===== config.mk =====
export PLATFORM = sky130hd
export DESIGN_NAME = bram_frame_ctrl
export DESIGN_NICKNAME = d
export VERILOG_FILES = /design/src/rtl/bram_frame_ctrl.sv
export SDC_FILE = /design/constraint.sdc
export NUM_CORES = 1
export LEC_CHECK = 0
export BUFFER_PORTS_ARGS = -buffer_cell sky130_fd_sc_hd__buf_2
export CORE_MARGIN = 2
export CORE_UTILIZATION = 40
export DETAILED_ROUTE_END_ITERATION = 6
export PLACE_DENSITY = 0.69
export SYNTH_ARGS = -nofsm -noshare
export SYNTH_HDL_FRONTEND = slang
export SYNTH_SLANG_ARGS = --single-unit

===== constraint.sdc =====
create_clock -name clk_i -period 3.4 [get_ports clk_i]
set_input_delay 0.68 -clock clk_i [delete_from_list [all_inputs] [get_ports clk_i]]
set_output_delay 0.68 -clock clk_i [all_outputs]
set_load 0.005 [all_outputs]

===== src/rtl/bram_frame_ctrl.sv =====
// Frame-buffer BRAM sequencer: turns the camera pixel stream into BRAM writes and turns display
// requests into BRAM reads. The optional short-frame detector is built only when FRAME_ERR_EN
// is defined.
module bram_frame_ctrl #(
    parameter int unsigned H_RES  = 640,
    parameter int unsigned V_RES  = 480,
    parameter int unsigned ADDR_W = 19
) (
    input  logic              clk_i,
    input  logic              rst_i,
    input  logic              cmos_vsync_i,
    input  logic              cmos_pixel_valid_i,
    input  logic              capture_req_i,
    input  logic              continuous_i,
    input  logic              rd_frame_start_i,
    input  logic              rd_req_i,
    output logic              wr_en_o,
    output logic [ADDR_W-1:0] wr_addr_o,
    output logic              rd_en_o,
    output logic [ADDR_W-1:0] rd_addr_o,
    output logic              busy_o,
    output logic              frame_done_o,
    output logic              short_frame_o
);

    localparam logic [ADDR_W-1:0] LastAddr = ADDR_W'(H_RES * V_RES - 1);

    typedef enum logic [1:0] {StIdle, StArmed, StCapture} state_e;

    state_e            state_q, state_d;
    logic              vsync_q;
    logic              vsync_rise;
    logic [ADDR_W-1:0] wr_cnt_q, wr_cnt_d;
    logic              wr_en_q, wr_en_d;
    logic [ADDR_W-1:0] wr_addr_q, wr_addr_d;
    logic              frame_done_q, frame_done_d;
    logic              busy_q, busy_d;
    logic [ADDR_W-1:0] rd_cnt_q, rd_cnt_d;
    logic              rd_en_q, rd_en_d;
    logic [ADDR_W-1:0] rd_addr_q, rd_addr_d;
    logic              last_write;

    // Registered vsync resets low, so a vsync already high at reset release is not an edge.
    assign vsync_rise = cmos_vsync_i & ~vsync_q;

    // Final pixel of the frame is being accepted this cycle.
    assign last_write = (state_q == StCapture) && !vsync_rise && cmos_pixel_valid_i &&
                        (wr_cnt_q == LastAddr);

    // Write FSM state register.
    always_ff @(posedge clk_i or posedge rst_i) begin
        if (rst_i) begin
            state_q <= StIdle;
        end else begin
            state_q <= state_d;
        end
    end

    // Write FSM next-state logic; capture_req outside IDLE has no effect on sequencing.
    always_comb begin
        state_d = state_q;
        unique case (state_q)
            StIdle:    if (capture_req_i || continuous_i) state_d = StArmed;
            StArmed:   if (vsync_rise) state_d = StCapture;
            StCapture: if (last_write) state_d = continuous_i ? StArmed : StIdle;
            default:   state_d = StIdle;
        endcase
    end

    // Write datapath and registered-output next values. A vsync edge during capture restarts the
    // frame and the pixel strobe of that same cycle is dropped.
    always_comb begin
        wr_cnt_d     = wr_cnt_q;
        wr_en_d      = 1'b0;
        wr_addr_d    = wr_addr_q;
        frame_done_d = 1'b0;
        if ((state_q == StArmed || state_q == StCapture) && vsync_rise) begin
            wr_cnt_d = '0;
        end else if (state_q == StCapture && cmos_pixel_valid_i) begin
            wr_en_d      = 1'b1;
            wr_addr_d    = wr_cnt_q;
            wr_cnt_d     = wr_cnt_q + 1'b1;
            frame_done_d = last_write;
        end
        // Busy stays up through the frame_done cycle and drops one cycle later.
        busy_d = (state_d != StIdle) || frame_done_d;
    end

    // Read counter: frame start rewinds, a simultaneous request reads address 0.
    always_comb begin
        rd_cnt_d  = rd_cnt_q;
        rd_en_d   = rd_req_i;
        rd_addr_d = rd_addr_q;
        if (rd_req_i) begin
            rd_addr_d = rd_frame_start_i ? '0 : rd_cnt_q;
            rd_cnt_d  = (rd_addr_d == LastAddr) ? '0 : rd_addr_d + 1'b1;
        end else if (rd_frame_start_i) begin
            rd_cnt_d = '0;
        end
    end

    // Datapath and output registers.
    always_ff @(posedge clk_i or posedge rst_i) begin
        if (rst_i) begin
            vsync_q      <= 1'b0;
            wr_cnt_q     <= '0;
            wr_en_q      <= 1'b0;
            wr_addr_q    <= '0;
            frame_done_q <= 1'b0;
            busy_q       <= 1'b0;
            rd_cnt_q     <= '0;
            rd_en_q      <= 1'b0;
            rd_addr_q    <= '0;
        end else begin
            vsync_q      <= cmos_vsync_i;
            wr_cnt_q     <= wr_cnt_d;
            wr_en_q      <= wr_en_d;
            wr_addr_q    <= wr_addr_d;
            frame_done_q <= frame_done_d;
            busy_q       <= busy_d;
            rd_cnt_q     <= rd_cnt_d;
            rd_en_q      <= rd_en_d;
            rd_addr_q    <= rd_addr_d;
        end
    end

    assign wr_en_o      = wr_en_q;
    assign wr_addr_o    = wr_addr_q;
    assign rd_en_o      = rd_en_q;
    assign rd_addr_o    = rd_addr_q;
    assign busy_o       = busy_q;
    assign frame_done_o = frame_done_q;

`ifdef FRAME_ERR_EN
    logic short_q, short_d;

    // Sticky short-frame flag: set by a restart with pixels already written, cleared by a request.
    always_comb begin
        short_d = short_q;
        if (capture_req_i) short_d = 1'b0;
        if (state_q == StCapture && vsync_rise && wr_cnt_q != '0) short_d = 1'b1;
    end

    // Short-frame flag register.
    always_ff @(posedge clk_i or posedge rst_i) begin
        if (rst_i) begin
            short_q <= 1'b0;
        end else begin
            short_q <= short_d;
        end
    end

    assign short_frame_o = short_q;
`else
    assign short_frame_o = 1'b0;
`endif

endmodule


; Yosys cells after proc, flatten, opt, wreduce, memory -nomap -nowiden
; Index checks and enable logic that the tools add are counted.
[op_classes]
addsub = 2
n_mux = 14
eq_ne = 4
n_bitwise = 3
n_reduce_logical = 13
[op_table]
columns = op, n
row1 = $mux W19, 5
row2 = $add A19 B1 Y19 const B, 2
row3 = $eq A19 B19 Y1 const B, 2
row4 = $mux W2, 3
row5 = $pmux W2 S3, 1
row6 = $logic_and A1 B1 Y1, 5
row7 = $mux W1, 5
row8 = $reduce_bool A2 Y1, 2
row9 = $logic_or A1 B1 Y1, 3
row10 = $eq A2 B1 Y1 const B, 1
row11 = $eq A2 B2 Y1 const B, 1
row12 = $logic_not A2 Y1, 1
row13 = $not A1 Y1, 2
row14 = $reduce_and A2 Y1, 1
row15 = $and A1 B1 Y1, 1
row16 = $logic_not A1 Y1, 1
[word_totals]
regBits = 83
in_bits = 8
out_inout_bits = 43
elab_cells = 46

; Depth between registers and ports, before layout
; Gate-level depths: netlist of run 1.
[depth]
ltp_word = 10
depth_mapped = 8
mapped_depth_nobuf = 7

; Least setup slack after synthesis of run 1
; No wires, ideal clock.
[synth_path]
kind = input to register
from = input port rd_frame_start_i
to = register rd_cnt_q[18]
cell_stages = 7
setup_ps = 78
arrival_time_ps = 2289
path_buffers = 1
slack_ps = 1033
t_required_ps = 3322
cell_sequence = clkbuf_1 -> nor2b_1 -> ha_1 -> and4b_1 -> nand4_4 -> or4_1 -> a21oi_1
[synth_between]
elab_chain_len = 4
word_cells_on_any_way = 5
cone_classes = 1 x add/sub / 1 x eq/ne / 3 x mux
[synth_rtl]
columns = item, line
row1 = "start, declared", 15  ; input logic rd_frame_start_i,
row2 = $mux W19 (*), 95  ; rd_addr_d = rd_frame_start_i ? '0 : rd_cnt_q;
row3 = $add A19 B1 Y19 or $eq A19 B19 Y1 (tied branches), 96  ; rd_cnt_d = (rd_addr_d == LastAddr) ? '0 : rd_addr_d + 1'b1;
row4 = $mux W19, 96
row5 = $mux W19 (*), 94  ; if (rd_req_i) begin
row6 = named net rd_cnt_d[18], 38  ; logic [ADDR_W-1:0] rd_cnt_q, rd_cnt_d;
row7 = "end signal, assigned", 121  ; rd_cnt_q <= rd_cnt_d;
row8 = "end, declared", 38
; Mark *: on every way through the listed nets, which the timed path passes. The rest lies on a longest branch.
; A chain may end at the register's enable or synchronous reset.

; Final worst setup path of run 1
[layout_path]
from = register state_q[0]
to = register wr_addr_q[12], in the netlist wr_addr_o[12]
[layout_between]
elab_chain_len = 5
word_cells_on_any_way = 7
cone_classes = 2 x eq/ne / 1 x bitwise / 4 x reduce/logical
[layout_rtl]
columns = item, line
row1 = "start, declared", 30  ; state_e state_q, state_d;
row2 = "start signal, assigned", 53  ; state_q <= StIdle;
row3 = "start signal, assigned", 55  ; state_q <= state_d;
row4 = $eq A2 B1 Y1 or $eq A2 B2 Y1 (tied branches), "77, 79"
row5 = $logic_or A1 B1 Y1, 77  ; if ((state_q == StArmed || state_q == StCapture) && vsync_rise) begin
row6 = $logic_and A1 B1 Y1, 77
row7 = $not A1 Y1 (no source line), -
row8 = $reduce_and A2 Y1 (no source line) (*), -
row9 = "end signal, assigned", 118  ; wr_addr_q <= wr_addr_d;
row10 = "end, declared", 35  ; logic [ADDR_W-1:0] wr_addr_q, wr_addr_d;
; Mark *: on every way between the ends. The rest lies on a longest branch, timed or not.

==> results of run 1 <==
-- per-stage QoR --
step / power (mW) / utilization (%)
2_1_floorplan: 1.29 / -
3_3_place_gp: 1.35 / 44.5
3_5_place_dp: 1.37 / 44.5
5_1_grt: 2.24 / 46.8
6_report: 2.12 / 46.8
4_1_cts: 2.15 / 46.8
-- layout make-up --
class	instances	area (sq um)
clock buffers	9	124
inverters	17	65.1
fillers	918	5130
well taps	133	166
multi-input cells	249	1700
repair buffers	54	283
clock inverters	7	92.6
flip-flops and latches	83	2080
-- synth_stat cells (all sizes together) (2+ instances only) --
master	number	area [sq um]
xnor2	6	52.6
xor2	14	123
or4	4	30.0
o21bai	2	15.0
nor2	26	97.6
nand3	15	75.1
inv	17	63.8
mux2i	3	30.0
nor4	4	25.0
ha	6	75.1
dfrtp	83	2080
nand2	30	113
o31ai	5	37.5
and3	4	25.0
a21oi	14	70.1
and4b	3	30.0
o21ai	20	100
nor2b	10	62.6
and4	5	47.6
nand2b	7	43.8
or3	7	45.1
buf	10	65.1
nand4	14	124
mux2	28	315
nor3	4	20.0
clkbuf	6	22.5
-- how the worst max path moves through the flow --
| stage | from | to | slack, ns | cells after the start |
|---|---|---|---|---|
| 6_report | state_q[0] | wr_addr_o[12] | 0.99 | 6 |
| 5_1_grt | state_q[0] | wr_addr_o[12] | 0.80 | 6 |
| 4_1_cts | state_q[0] | wr_addr_o[10] | 0.96 | 6 |
| 3_3_place_gp | rd_frame_start_i | rd_cnt_q[18] | 0.82 | 7 |
| 3_5_place_dp | rd_frame_start_i | rd_cnt_q[18] | 0.75 | 7 |
| 2_1_floorplan | rst_i | busy_o | 0.58 | 1 |
-- where the power goes --
group          internal [mW]  switching, mW  total [mW]
logic                  0.120          0.170       0.290
clock network          0.412          0.361       0.773
registers               1.02         0.0293        1.05
-- cells by family (layout without fill, tap and decap cells) --
| family | after synthesis | in the layout | synth area share, % |
|---|---|---|---|
| buffers and inverters | 33 | 87 | 3.85 |
| XOR/XNOR | 20 | 20 | 4.46 |
| adder cells (fa/ha/maj) | 6 | 6 | 1.91 |
| flip-flops | 83 | 83 | 52.9 |
| AND/OR/NAND/NOR | 140 | 140 | 20.2 |
| AO/OA/AOI/OAI | 51 | 51 | 7.77 |
| other | 1 | 1 | 0.0955 |
| multiplexers | 31 | 31 | 8.79 |
-- cell usage in the layout, fill, tap and decap left out, drive strengths merged, types with 5 or more instances in the layout --
| master | synthesis | layout |
|---|---|---|
| nor2b | 10 | 10 |
| nand3 | 15 | 15 |
| nand2 | 30 | 30 |
| o31ai | 5 | 5 |
| clkbuf | 6 | 9 |
| a21oi | 14 | 14 |
| mux2 | 28 | 28 |
| clkinv | 0 | 6 |
| nand2b | 7 | 7 |
| o21ai | 20 | 20 |
| nor2 | 26 | 26 |
| xor2 | 14 | 14 |
| nand4 | 14 | 14 |
| dfrtp | 83 | 83 |
| buf | 10 | 54 |
| ha | 6 | 6 |
| inv | 17 | 16 |
| xnor2 | 6 | 6 |
| or3 | 7 | 7 |
| and4 | 5 | 5 |
-- sequential cells by signal (all words and copies together), names as in the netlist --
register / flops
wr_en_o: 1
wr_addr_o: 19
vsync_q: 1
frame_done_o: 1
busy_o: 1
rd_cnt_q: 19
rd_en_o: 1
state_q: 2
wr_cnt_q: 19
rd_addr_o: 19
-- worst register-to-register path, stage by stage (launching register included) --
cell and delay (ns):
dfrtp_1 0.43, inv_1 0.11, ha_1 0.34, nand2_1 0.17, nor2_1 0.57, buf_4 0.33
mux2_2 0.35
-- metal layers --
layer,track usage [%],part of all wire [%],vias up,wire [um]
met2,26.8,48,56,3760
met1,21.1,46,1421,3600
met4,7.09,1.5,0,114
met3,3.73,4.2,12,325
met5,0,0,-,0
li1,-,-,1384,-
==> out/qor.csv, run 1 <==
metric,value,unit
p_leak,2.17,nW
slowest_stage,nor2_1,
port_buffers,49,
reg2reg_slack,0.99,ns
drt_iter0_markers,86,
synthCells,365,
required,3.64,ns
hold_viol,0,
dp_cells,536,
cts_root_buffer,clkbuf_8,
hold_ws,0.430,ns
endpoint_kind,flop,
grt_pass1_wl,13600,um
fin_cells,552,
hp-class,input pin to async pin,
rr_startpoint,state_q[0],
wl_per_cell,14.1,um
setup-tns-final,0,ns
cts_resized,0,
dr.pass1.iters,4,
viasPerCell,5.20,
synthFlopType,dfrtp_1,
path_cells,inv_1 -> ha_1 -> nand2_1 -> nor2_1 -> buf_4 -> mux2_2,
synthArstFlopShare,100,%
vdd_drop_max,228,uV
fin_skew,0.00767,ns
cts_num_sinks,83,
place_area,4290,sq um
relSlewSlack,47.9,%
dieHeight,103,um
power_density,470,nW/um^2
dp_hpwl,5560,um
dieArea,10600,sq um
rows,36,
yosys_register_bits,83,
wl,7800,um
final_area,4510,sq um
timing.fmax,0.414,GHz
syn_nets,379,
arrival,2.66,ns
postSynthAreaPerCell,10.8,sq um
clk_latency,0.36,ns
reg2reg_depth,6,
layout.nets,428,
clk_pin_slew_worst_paths,0.08,ns
fp.dieW,103,um
dp_slack,0.749,ns
rsz0062_at_grt,no,
routabilityCongestion,0.840,
criticalPathCategory,flop to flop,
grt_max_degree,48,
critPathMaxStageDelay,0.57,ns
coreArea,9640,sq um
grt_pass1_vias,2849,
drv_cap,0,
vias,2873,
synth-edff-count,0,
startpoint_type,flop,
ys.warnings.count,0,
synth_area,3930,sq um
grt.total_usage,16.5,%
area_delta_synth_final,14.7,%
finalCriticalPeriod,2.41,ns
start_util,40.7,%
slew_viol_final,0,
path_max_fanout,12,
outcome,"finished, final reports clean",
cp_top_family,simple AND/OR/NAND/NOR gates,
cts_made_buffers,9,
setup_viol,0,
cts_tree,built,
worst_pin_slew,0.780,ns
cp.buffers_inverters,2,
grt_overflow,0,
cts_max_path_buffers,2,
ant_nets,0,
antenna_cells,0,
htreeDepth,3,
ctsHoldBuffers,0,
drc,0,
cts_setup_buffers,0,
layout-drive-gt1-share,25.3,%
synthDistinctLibCells,52,
setup_ws,0.986,ns
io_pins,51,
r2r-end,wr_addr_o[12],
ys_seq_area_share,52.9,%
antenna_found_initial,0,
fin_crit_sh,71.0,%
No activity file was read; power rests on OpenSTA's default activity.
==> inputs of run 2 (changes only) <==
Clock period 3.4 ns to 2.3 ns, I/O delays scaled along.
==> out/qor.csv, run 2 (synthesized netlist as in run 1, its figures left out) <==
metric,value,unit
required,2.58,ns
rows,36,
layout.nets,434,
hp-class,input pin to async pin,
slew_viol_final,0,
rr_startpoint,state_q[0],
dp_hpwl,5410,um
cts_made_buffers,9,
drc,0,
wl,7650,um
dp_cells,542,
layout_commonest_cell,dfrtp_1,
vias,2868,
outcome,"finished, final reports clean",
path_cells,inv_1 -> ha_1 -> and4_4 -> nand4_4 -> or4_1 -> a21oi_1,
start_util,40.7,%
dr_wl_met3,316,um
setup_viol,0,
dr.pass1.iters,4,
hold_viol,0,
cts_num_sinks,83,
ctsHoldBuffers,0,
grt_pass1_wl,13000,um
io_pins,51,
vdd_drop_max,280,uV
dp_slack,0.172,ns
arrival,2.37,ns
highest_layer,met4,
clk_pin_slew_worst_paths,0.08,ns
critPathMaxStageDelay,0.53,ns
p_total,3.19,mW
path_max_fanout,9,
clk_latency,0.36,ns
area_delta_synth_final,16.5,%
dieArea,10600,sq um
fp.dieW,103,um
drt_iter0_markers,115,
routabilityCongestion,0.884,
dr_wl_met2,3690,um
port_buffers,49,
htreeDepth,3,
wl_per_cell,13.7,um
grt_pass1_vias,2754,
antenna_found_initial,0,
setup_ws,0.218,ns
met1Wirelength,3560,um
timing.fmax,0.480,GHz
cts_resized,0,
layout-drive-gt1-share,26.1,%
reg2reg_slack,0.22,ns
cp_top_family,simple AND/OR/NAND/NOR gates,
cp.buffers_inverters,1,
final_area,4580,sq um
p_leak,2.20,nW
viasPerCell,5.14,
drv_cap,0,
fin_cells,558,
rsz0062_at_grt,no,
grt_overflow,0,
cts_tree,built,
worst_pin_slew,0.546,ns
relSlewSlack,63.5,%
startpoint_type,flop,
place_area,4350,sq um
coreArea,9640,sq um
setup-tns-final,0,ns
cts_setup_buffers,0,
reg2reg_depth,6,
dieHeight,103,um
cts_root_buffer,clkbuf_8,
grt_max_degree,84,
r2r-end,wr_cnt_q[18],
cts_max_path_buffers,2,
fin_crit_sh,90.5,%
endpoint_kind,flop,
ant_nets,0,
power_density,696,nW/um^2
most-common-layout-cells,"dfrtp_1 (83), buf_2 (49), nand2_1 (30)",
criticalPathCategory,flop to flop,
antenna_cells,0,
grt.total_usage,15.6,%
finalCriticalPeriod,2.08,ns
fin_skew,0.0137,ns
slowest_stage,or4_1,
run 2: area by class of cell:
cell class                 count  area [sq um]
clock inverter                 5          85.1
sequential                    83          2080
timing repair buffer          60           340
multi-input combinational    249          1700
clock buffer                  11           141
tap                          133           166
fill                         947          5060
inverter                      17          67.6
run 2: routing by layer:
metal	vias to the layer above	global-route usage, %
li1	1399	-
met1	1401	20.5
met2	57	25.1
met3	11	3.93
met4	0	5.77
met5	-	0
run 2: stage by stage:
stage	hold WS, ns	utilization, %
floorplan	0.473	-
global placement	0.486	45.1
detailed placement	0.490	45.1
CTS	0.229	47.5
global route	0.250	47.5
finish	0.197	47.5
run 2: how the worst max path moves through the flow:
stage / from / to / slack [ns] / depth (start not counted)
global route: state_q[0] / wr_cnt_q[18] / 0.10 / 6
CTS: state_q[0] / wr_cnt_q[18] / 0.21 / 6
floorplan: rd_frame_start_i / rd_cnt_q[18] / 0.15 / 7
global placement: rd_frame_start_i / rd_cnt_q[18] / 0.21 / 7
finish: state_q[0] / wr_cnt_q[18] / 0.22 / 6
detailed placement: rd_frame_start_i / rd_cnt_q[18] / 0.17 / 7
run 2: worst min-delay path: cells and delay by family:
family / cells / cell delay [ns]
buffers and inverters: 3 / 0.50
run 2: power breakdown:
| part | switching, mW | internal [mW] | total, mW |
|---|---|---|---|
| sequential | 0.0452 | 1.51 | 1.56 |
| combinational | 0.251 | 0.185 | 0.436 |
| clock | 0.543 | 0.648 | 1.19 |
| total | 0.839 | 2.35 | 3.19 |
==> inputs of run 3 (changes only) <==
Settings changed: CORE_MARGIN 2 to default, CTS_BUF_LIST from default to sky130_fd_sc_hd__clkbuf_16, TNS_END_PERCENT from default to 30.
==> out/qor.csv, run 3 (synthesized netlist as in run 1, its figures left out) <==
metric,value,unit
criticalPathCategory,flop to flop,
grt_pass1_wl,12900,um
grt_overflow,0,
cts_max_path_buffers,2,
p_leak,2.27,nW
outcome,"finished, final reports clean",
setup-tns-final,0,ns
cts_resized,0,
dp_cells,541,
io_pins,51,
grt_pass1_vias,2679,
hp-class,input pin to async pin,
slew_viol_final,0,
cts_root_buffer,clkbuf_16,
utilization,50.2,%
fp.dieW,101,um
required,2.55,ns
dp_hpwl,5280,um
antenna_cells,0,
layout.nets,437,
relSlewSlack,62.6,%
finalCriticalPeriod,2.03,ns
area_delta_synth_final,19.7,%
arrival,2.29,ns
vdd_drop_max,400,uV
path_max_fanout,9,
cts_tree,built,
grt_max_degree,84,
ctsHoldBuffers,0,
layout-drive-gt1-share,26.4,%
antenna_found_initial,0,
drc,0,
wl,7540,um
reg2reg_slack,0.27,ns
wl_per_cell,13.5,um
timing.fmax,0.492,GHz
rsz0062_at_grt,no,
viasPerCell,5.13,
drt_iter0_markers,148,
dieArea,10200,sq um
worst_pin_slew,0.560,ns
fin_cells,557,
rows,35,
fin_skew,0.00947,ns
most-common-layout-cells,"dfrtp_1 (83), buf_2 (49), nand2_1 (30)",
reg2reg_depth,6,
r2r-end,rd_cnt_q[18],
start_util,41.9,%
port_buffers,49,
dieHeight,101,um
layout_commonest_cell,dfrtp_1,
cts_made_buffers,9,
grt.total_usage,16.3,%
clk_pin_slew_worst_paths,0.06,ns
routabilityCongestion,0.867,
setup_viol,0,
endpoint_kind,flop,
clk_latency,0.33,ns
power_density,764,nW/um^2
cts_setup_buffers,0,
htreeDepth,3,
startpoint_type,flop,
vias,2856,
ant_nets,0,
coreArea,9370,sq um
rr_startpoint,rd_cnt_q[1],
drv_cap,0,
dr.pass1.iters,4,
hold_viol,0,
p_total,3.59,mW
cts_num_sinks,83,
fin_crit_sh,88.4,%
-- run 3: worst max-delay path, stage by stage, from the launching register on --
cell and delay (ns):
dfrtp_1 0.39, nor2b_1 0.24, ha_1 0.23, and4b_1 0.27
nand4_4 0.17, or4_1 0.51, a21oi_1 0.15
-- run 3: report_power, final --
| part | switching, mW | leakage [nW] | internal [mW] | total [mW] |
|---|---|---|---|---|
| logic | 0.241 | 0.957 | 0.191 | 0.432 |
| registers | 0.0446 | 1.15 | 1.52 | 1.56 |
| clock network | 0.549 | 0.168 | 1.05 | 1.60 |
| total | 0.835 | 2.27 | 2.76 | 3.59 |
-- run 3: per-layer routing --
metal	up-vias	track usage, %	share of wire, %
met5	-	0	0
met4	0	5.02	0.73
met3	4	4.85	3.1
met2	53	25.3	46
met1	1393	21.8	50
li1	1406	-	-
-- run 3: area by class of cell --
type | count | area [sq um]
clock buffer | 9 | 225
clock inverter | 7 | 108
fill | 884 | 4670
inverter | 17 | 67.6
multi-input combinational | 249 | 1700
sequential | 83 | 2080
tap | 129 | 161
timing repair buffer | 63 | 363
-- run 3: per-stage QoR --
step,hold slack [ns],area [sq um],setup slack [ns]
floorplan,0.473,3930,0.153
global placement,0.486,4370,0.195
detailed placement,0.491,4370,0.122
CTS,0.268,4700,0.285
global route,0.289,4700,0.148
finish,0.255,4700,0.266
-- run 3: worst max-delay path by stage --
stage | cells after the start | to | startpoint | slack (ns)
after global placement | 7 | rd_cnt_q[18] | rd_frame_start_i | 0.19
after detailed placement | 7 | rd_cnt_q[18] | rd_frame_start_i | 0.12
after global routing | 6 | rd_cnt_q[18] | rd_cnt_q[1] | 0.15
after floorplan | 7 | rd_cnt_q[18] | rd_frame_start_i | 0.15
final | 6 | rd_cnt_q[18] | rd_cnt_q[1] | 0.27
after CTS | 6 | rd_cnt_q[18] | rd_cnt_q[1] | 0.29
